[config.mk]
export PLATFORM = sky130hd
export DESIGN_NAME = piso_serializer_flat
export DESIGN_NICKNAME = d
export VERILOG_FILES = /design/src/rtl/serial_pkg.sv /design/src/rtl/piso_serializer_if.sv /design/src/rtl/piso_serializer.sv /design/src/flat_wrapper.sv
export SDC_FILE = /design/constraint.sdc
export NUM_CORES = 1
export LEC_CHECK = 0
export ABC_AREA = 1
export CAP_MARGIN = 10
export CORE_AREA = 2 2 39 41
export DETAILED_ROUTE_END_ITERATION = 6
export DIE_AREA = 0 0 41 43
export GPL_TIMING_DRIVEN = 0
export HOLD_SLACK_MARGIN = 0.15
export PLACE_DENSITY = 0.56
export SLEW_MARGIN = 5
export SYNTH_ARGS = -nofsm -noshare
export SYNTH_HDL_FRONTEND = slang
export SYNTH_SLANG_ARGS = --single-unit
[constraint.sdc]
create_clock -name clk -period 0.85 [get_ports clk]
set_input_delay 0.085 -clock clk [delete_from_list [all_inputs] [get_ports clk]]
set_output_delay 0.085 -clock clk [all_outputs]
set_load 0.02 [all_outputs]
[src/rtl/serial_pkg.sv]
// Shared definitions for the serial link: FSM state encoding and the default
// word width used by both the serializer and the downstream SIPO.
package serial_pkg;

    localparam logic ST_IDLE   = 1'b0;
    localparam logic ST_SHIFT  = 1'b1;
    localparam int   SER_WIDTH = 4;

    typedef enum logic {
        IDLE  = ST_IDLE,
        SHIFT = ST_SHIFT
    } state_e;

endpackage

[src/rtl/piso_serializer_if.sv]
// Load handshake plus serial framing outputs of the PISO serializer.
// master = upstream word source / observer, slave = the serializer itself.
interface piso_serializer_if #(
    parameter int WIDTH = 4
);
    logic             load_valid;
    logic [WIDTH-1:0] load_data;
    logic             load_ready;
    logic             b;
    logic             b_valid;
    logic             b_last;
    logic             busy;

    modport master (
        output load_valid, load_data,
        input  load_ready, b, b_valid, b_last, busy
    );

    modport slave (
        input  load_valid, load_data,
        output load_ready, b, b_valid, b_last, busy
    );
endinterface

[src/rtl/piso_serializer.sv]
// Parallel-in serial-out serializer feeding the SIPO: one bit per clock on b,
// with bit-valid and last-bit framing and zero-gap back-to-back words.
//
// state | meaning
// IDLE  | no word in flight, ready for a new word
// SHIFT | presenting bit cnt of the current word on b
module piso_serializer
    import serial_pkg::*;
#(
    parameter int WIDTH     = SER_WIDTH,
    parameter bit MSB_FIRST = 1'b1
) (
    input  logic             clk,
    input  logic             rst_n,
    piso_serializer_if.slave bus
);

    localparam int            CW      = $clog2(WIDTH);
    localparam logic [CW-1:0] CNT_PEN = CW'(WIDTH - 2);

    state_e           state_q, state_d;
    logic [WIDTH-1:0] shreg_q, shreg_d;
    logic [CW-1:0]    cnt_q, cnt_d;
    logic             b_q, b_d;
    logic             b_valid_q, b_valid_d;
    logic             b_last_q, b_last_d;

    logic             ready;
    logic             accept;
    logic [WIDTH-1:0] shifted;

    function automatic logic head_bit(input logic [WIDTH-1:0] w);
        return MSB_FIRST ? w[WIDTH-1] : w[0];
    endfunction

    // Ready depends only on registered state, so load_valid never loops back into it.
    assign ready   = rst_n && ((state_q == IDLE) || b_last_q);
    assign accept  = bus.load_valid && ready;
    assign shifted = MSB_FIRST ? (shreg_q << 1) : (shreg_q >> 1);

    always_comb begin
        state_d   = state_q;
        shreg_d   = shreg_q;
        cnt_d     = cnt_q;
        b_d       = b_q;
        b_valid_d = b_valid_q;
        b_last_d  = b_last_q;

        case (state_q)
            IDLE: begin
                if (accept) begin
                    state_d   = SHIFT;
                    shreg_d   = bus.load_data;
                    cnt_d     = '0;
                    b_d       = head_bit(bus.load_data);
                    b_valid_d = 1'b1;
                    b_last_d  = 1'b0;
                end
            end
            SHIFT: begin
                if (b_last_q && accept) begin
                    shreg_d   = bus.load_data;
                    cnt_d     = '0;
                    b_d       = head_bit(bus.load_data);
                    b_valid_d = 1'b1;
                    b_last_d  = 1'b0;
                end else if (b_last_q) begin
                    state_d   = IDLE;
                    shreg_d   = '0;
                    b_d       = 1'b0;
                    b_valid_d = 1'b0;
                    b_last_d  = 1'b0;
                end else begin
                    shreg_d   = shifted;
                    cnt_d     = cnt_q + 1'b1;
                    b_d       = head_bit(shifted);
                    b_last_d  = (cnt_q == CNT_PEN);
                end
            end
            default: state_d = IDLE;
        endcase
    end

    always_ff @(posedge clk or negedge rst_n) begin
        if (!rst_n) begin
            state_q   <= IDLE;
            shreg_q   <= '0;
            cnt_q     <= '0;
            b_q       <= 1'b0;
            b_valid_q <= 1'b0;
            b_last_q  <= 1'b0;
        end else begin
            state_q   <= state_d;
            shreg_q   <= shreg_d;
            cnt_q     <= cnt_d;
            b_q       <= b_d;
            b_valid_q <= b_valid_d;
            b_last_q  <= b_last_d;
        end
    end

    assign bus.load_ready = ready;
    assign bus.b          = b_q;
    assign bus.b_valid    = b_valid_q;
    assign bus.b_last     = b_last_q;
    assign bus.busy       = (state_q == SHIFT);

endmodule

[src/flat_wrapper.sv]
// flat-port wrapper written by rule: the top's interface ports become plain ports
module piso_serializer_flat import serial_pkg::*;
#(
    parameter int WIDTH     = SER_WIDTH,
    parameter bit MSB_FIRST = 1'b1
)
  (clk, rst_n, bus_load_valid, bus_load_data, bus_load_ready, bus_b, bus_b_valid, bus_b_last, bus_busy);
  piso_serializer_if #(.WIDTH(WIDTH)) bus_i ();
  input  logic clk;
  input  logic rst_n;
  input wire logic [$bits(bus_i.load_valid)-1:0] bus_load_valid;
  input wire logic [$bits(bus_i.load_data)-1:0] bus_load_data;
  output wire logic [$bits(bus_i.load_ready)-1:0] bus_load_ready;
  output wire logic [$bits(bus_i.b)-1:0] bus_b;
  output wire logic [$bits(bus_i.b_valid)-1:0] bus_b_valid;
  output wire logic [$bits(bus_i.b_last)-1:0] bus_b_last;
  output wire logic [$bits(bus_i.busy)-1:0] bus_busy;
  assign bus_i.load_valid = bus_load_valid;
  assign bus_i.load_data = bus_load_data;
  assign bus_load_ready = bus_i.load_ready;
  assign bus_b = bus_i.b;
  assign bus_b_valid = bus_i.b_valid;
  assign bus_b_last = bus_i.b_last;
  assign bus_busy = bus_i.busy;
  piso_serializer #(.WIDTH(WIDTH), .MSB_FIRST(MSB_FIRST)) u_core (.clk(clk), .rst_n(rst_n), .bus(bus_i));
endmodule
**Word level (Yosys, flattened, before mapping)**

Cells that the tools add are included.

- Flip-flop bits (word level): 9
- Logic and storage cells: 42

- Bitwise operators: 1
- Muxes and demuxes: 24
- $add $sub $neg: 1
- Equality and inequality tests: 4
- Reduce and logical (&&, ||, !) cells: 6

Operator list:

| cell | number |
|---|---|
| 2-to-1 mux 1 bit | 12 |
| 2-to-1 mux 3 bit | 3 |
| case mux 1 bit (2 select lines) | 4 |
| 2-to-1 mux 2 bit | 3 |
| inequality test 3 bit (second input constant) | 2 |
| case mux 3 bit (2 select lines) | 1 |
| case mux 2 bit (2 select lines) | 1 |
| AND reduction 2 bit | 2 |
| logical AND 1 bit | 3 |
| adder 2 x 1 -> 2 bit (second input constant) | 1 |
| equality test 2 bit (second input constant) | 1 |
| inequality test 2 x 1 -> 1 bit (second input constant) | 1 |
| logical OR 1 bit | 1 |
| NOT 1 bit | 1 |

**Logic depth before layout (Yosys ltp)**

- Depth in word-level cells: 7
- Mapped depth: 6

**Least setup slack after synthesis**

OpenSTA, ideal clock, no wires.

- Kind: flip-flop to flip-flop
- Start point: register u_core.b_last_q (netlist: u_core.bus.b_last)
- End point: register u_core.shreg_q[0]
- Setup time: 0.065 ns
- Required time: 0.785 ns
- Slack: -0.199 ns
- Cell stages (with the launch flop): 7
- Period minus slack after synthesis: 1.049 ns
- Arrival time: 0.984 ns
- Path buffers: 0
- Path through: dfrtp_1 inv_2 nand2_4 inv_4 nor2_4 nand3_1 nand2_1

- Word-level cells in the longest chain between the ends: 6
- Elaborated cells between the ends (all ways): 7
- Classes of those cells: eq/ne (1); mux (2); reduce/logical (4)

Ends and longest elaborated chain:

| item | RTL line | text |
|---|---|---|
| from (decl) | piso_serializer.sv:26 | `logic b_last_q, b_last_d;` |
| from (signal assigned) | piso_serializer.sv:98 | `b_last_q <= b_last_d;` |
| logical OR 1 bit * | piso_serializer.sv:37 | `assign ready = rst_n && ((state_q == IDLE) \|\| b_last_q);` |
| logical AND 1 bit * | piso_serializer.sv:37 |  |
| via bus_load_ready | flat_wrapper.sv:13 | `output wire logic [$bits(bus_i.load_ready)-1:0] bus_load_ready;` |
| logical AND 1 bit * | piso_serializer.sv:38 | `assign accept = bus.load_valid && ready;` |
| logical AND 1 bit | piso_serializer.sv:61 | `if (b_last_q && accept) begin` |
| 2-to-1 mux 3 bit | piso_serializer.sv:61 |  |
| case mux 3 bit (2 select lines) | piso_serializer.sv:49 | `case (state_q)` |
| to (signal assigned) | piso_serializer.sv:94 | `shreg_q <= shreg_d;` |
| to (decl) | piso_serializer.sv:22 | `logic [WIDTH-1:0] shreg_q, shreg_d;` |

Mark *: on every way through the listed nets, which the timed path passes. The rest lies on a longest branch.
A chain may end at the register's enable or synchronous reset.

**Worst setup path in the final report**

- Start point: register u_core.state_q (netlist: u_core.bus.busy)
- End point: output bus_load_ready

- Word-level cells in the longest chain between the ends: 3

Ends and longest elaborated chain:

| item | RTL line | text |
|---|---|---|
| from (decl) | piso_serializer.sv:21 | `state_e state_q, state_d;` |
| from (signal assigned) | piso_serializer.sv:93 | `state_q <= state_d;` |
| NOT 1 bit | n/a |  |
| logical OR 1 bit | piso_serializer.sv:37 |  |
| logical AND 1 bit | piso_serializer.sv:37 |  |
| to (decl) | flat_wrapper.sv:13 |  |

Every way passes these cells.

==> reports/results.tsv <==
metric	value	unit
firstDrtPassIters	2	
worstPathArrival	1020	ps
finalClockSkew	3.64	ps
grt_usage	13.8	%
detail_route.wl_per_cell	11.6	um
die_y	43	um
final_cells	83	
post-route-period-util	130	%
antenna_cells	0	
ys_seq_area_share	53.9	%
multi_input_area	173	um^2
synth_ff_type	dfrtp_1	
tightest_slew	438	ps
yosysUniqueCellTypes	14	
yosysTopAreaCellShare	53.9	%
violations	setup timing	
vias_per_cell	4.70	
ir_drop	1.60	mV
grt-ovfl-total	0	
die_x	41	um
core-area	1380	um^2
drt_iter0_markers	8	
cp_max_fo	3	
layout-drive-gt1-share	38.8	%
final-seq-area	228	um^2
crit_family	flip-flops	
insertion_delay	260	ps
pin_count	12	
cts_sinks	9	
p_leak	0.329	nW
cts_made_buffers	3	
status	finished with violations	
synth_area_leaders	dfrtp_1 (54%), nand3_1 (12%), nand2_1 (7.2%)	
met1_length	479	um
dp_cells	71	
nets	76	
grt_max_degree	10	
rsz0062_at_grt	true	
cap_violations	0	
critPathLaunchType	flip-flop	
dieArea	1760	um^2
cpPeakStageDelay	420	ps
max-clock-path-buffers	2	
fillers	133	
layout_commonest_cell	nand3_1	
syn_inst	44	
crit_slowest_cell	dfrtp_2	
final_antenna_net_count	0	
dr_wl_met2	410	um
yosysWarnings	0	
highest_layer	met4	
timing.fmax	0.906	GHz
cp_cell_sequence	nand2_4, inv_6, nor2_4, buf_6	
via_count	390	
dr_wl_met3	50	um
hold_viol_final	0	
hold_path.class	in -> async	
drv_slew	0	
setup_slack	-254	ps
path_clk_slew	60	ps
synth_fp_nets	52	
antenna_found_initial	0	
htree_levels	1	
period_needed	1100	ps
setup_viol	14	
syn_avg_cell_area	9.50	um^2
power_density	3800	nW/um^2
postSynth.asyncResetShare	100	%
grt_pass1_vias	347	
initial_utilization	30.2	%
gp_congestion	0.716	
path_class	reg -> out	
max-slew-margin-rel	70.8	%
dp_hpwl	587	um
synth_edf_count	0	
synth_top_cell_by_area	dfrtp_1	
num_rows	14	
grt_pass1_wl	1.50	mm
crit_path_end_kind	output port	
drc	0	
final_cell_mix	nand3_1 (9), nand2_1 (8), dfrtp_1 (7), buf_6 (6), buf_4 (6)	
crit_buf_inv	2	
worstPathRequired	760	ps
portBuffers	11	
ys_ff_latch	9	
routed_wirelength	960	um
cts_tree	yes	
finalSetupTns	-2240	ps
synth_area	418	um^2
root_buffer	clkbuf_4	
synthToLayoutAreaGrowth	58.1	%
[Yosys cell counts (2+ instances only)]
| library cell | instances |
|---|---|
| nand3_1 | 10 |
| dfrtp_1 | 9 |
| nand2_1 | 8 |
| inv_1 | 3 |
| nand4_1 | 3 |
| inv_2 | 2 |
| o21ai_1 | 2 |
[final timing paths]
| check | start | endpoint | slack, ps | cells past startpoint |
|---|---|---|---|---|
| max in group asynchronous | rst_n | u_core.bus.busy | 380 | 2 |
| setup reg to reg | u_core.bus.busy | u_core.shreg_q[1] | -210 | 5 |
| hold reg to reg | u_core.shreg_q[2] | u_core.bus.b | 510 | 2 |
| setup / recovery | u_core.bus.busy | bus_load_ready | -250 | 4 |
| min in group clk | rst_n | u_core.shreg_q[2] | 290 | 3 |
| hold / removal | rst_n | u_core.bus.b | 130 | 2 |
[flip-flops by register name (all words and copies together), names as in the netlist]
name                flops
u_core.cnt_q            2
u_core.bus.b_last       1
u_core.bus.busy         1
u_core.bus.b_valid      1
u_core.bus.b            1
u_core.shreg_q          3
[through the flow]
step	hold slack, ps	utilization, %	setup WS [ps]	area, um^2	power [mW]
5_1_grt	172	47.7	-303	661	2.72
4_1_cts	283	46.7	-257	647	2.44
3_5_place_dp	488	39.8	-1060	551	1.79
6_report	134	47.7	-254	661	2.51
2_1_floorplan	-211	-	-143	420	1.40
3_3_place_gp	479	39.8	-1080	551	1.78
[worst reg2reg max path: stages, from the launching register on]
cell     delay [ps]
dfrtp_2         420
nand2_4         100
buf_4           120
nand3_2         130
nand3_1         110
nand3_1          70
[logic make-up after synthesis]
kind of cell / Yosys count / synth area share [%]
buf+inv: 6 / 5.99
flops: 9 / 53.9
fa+ha+maj: 1 / 2.99
simple gates: 24 / 31.4
compound gates: 4 / 5.69
[area by class of cell]
cell class | instances | area share, %
well taps | 16 | 3.03
flip-flops and latches | 9 | 34.5
repair buffers | 19 | 28.2
inverters | 6 | 4.17
clock buffers | 4 | 3.98
multi-input cells | 29 | 26.1
[repair_timing]
action | CTS | global route
buffers inserted | 6 | 1
endpoints found under the hold margin | 9 | 0
pin swaps | 1 | 1
gates cloned | 0 | 0
endpoints found under the setup margin | 14 | 23
gates resized for setup | 35 | 2
hold buffers | 1 | 0
[routing by layer]
| metal | global-route usage (%) | vias to the layer above |
|---|---|---|
| met3 | 3.14 | 2 |
| li1 | - | 197 |
| met2 | 17.2 | 10 |
| met5 | 0 | - |
| met1 | 17.8 | 181 |
| met4 | 14.0 | 0 |
[power by group]
group | internal (mW) | switching, mW | total (mW)
logic | 0.711 | 0.718 | 1.43
registers | 0.632 | 0.120 | 0.751
clock network | 0.181 | 0.151 | 0.332
Note: power is estimated with default switching activity, not from simulation.
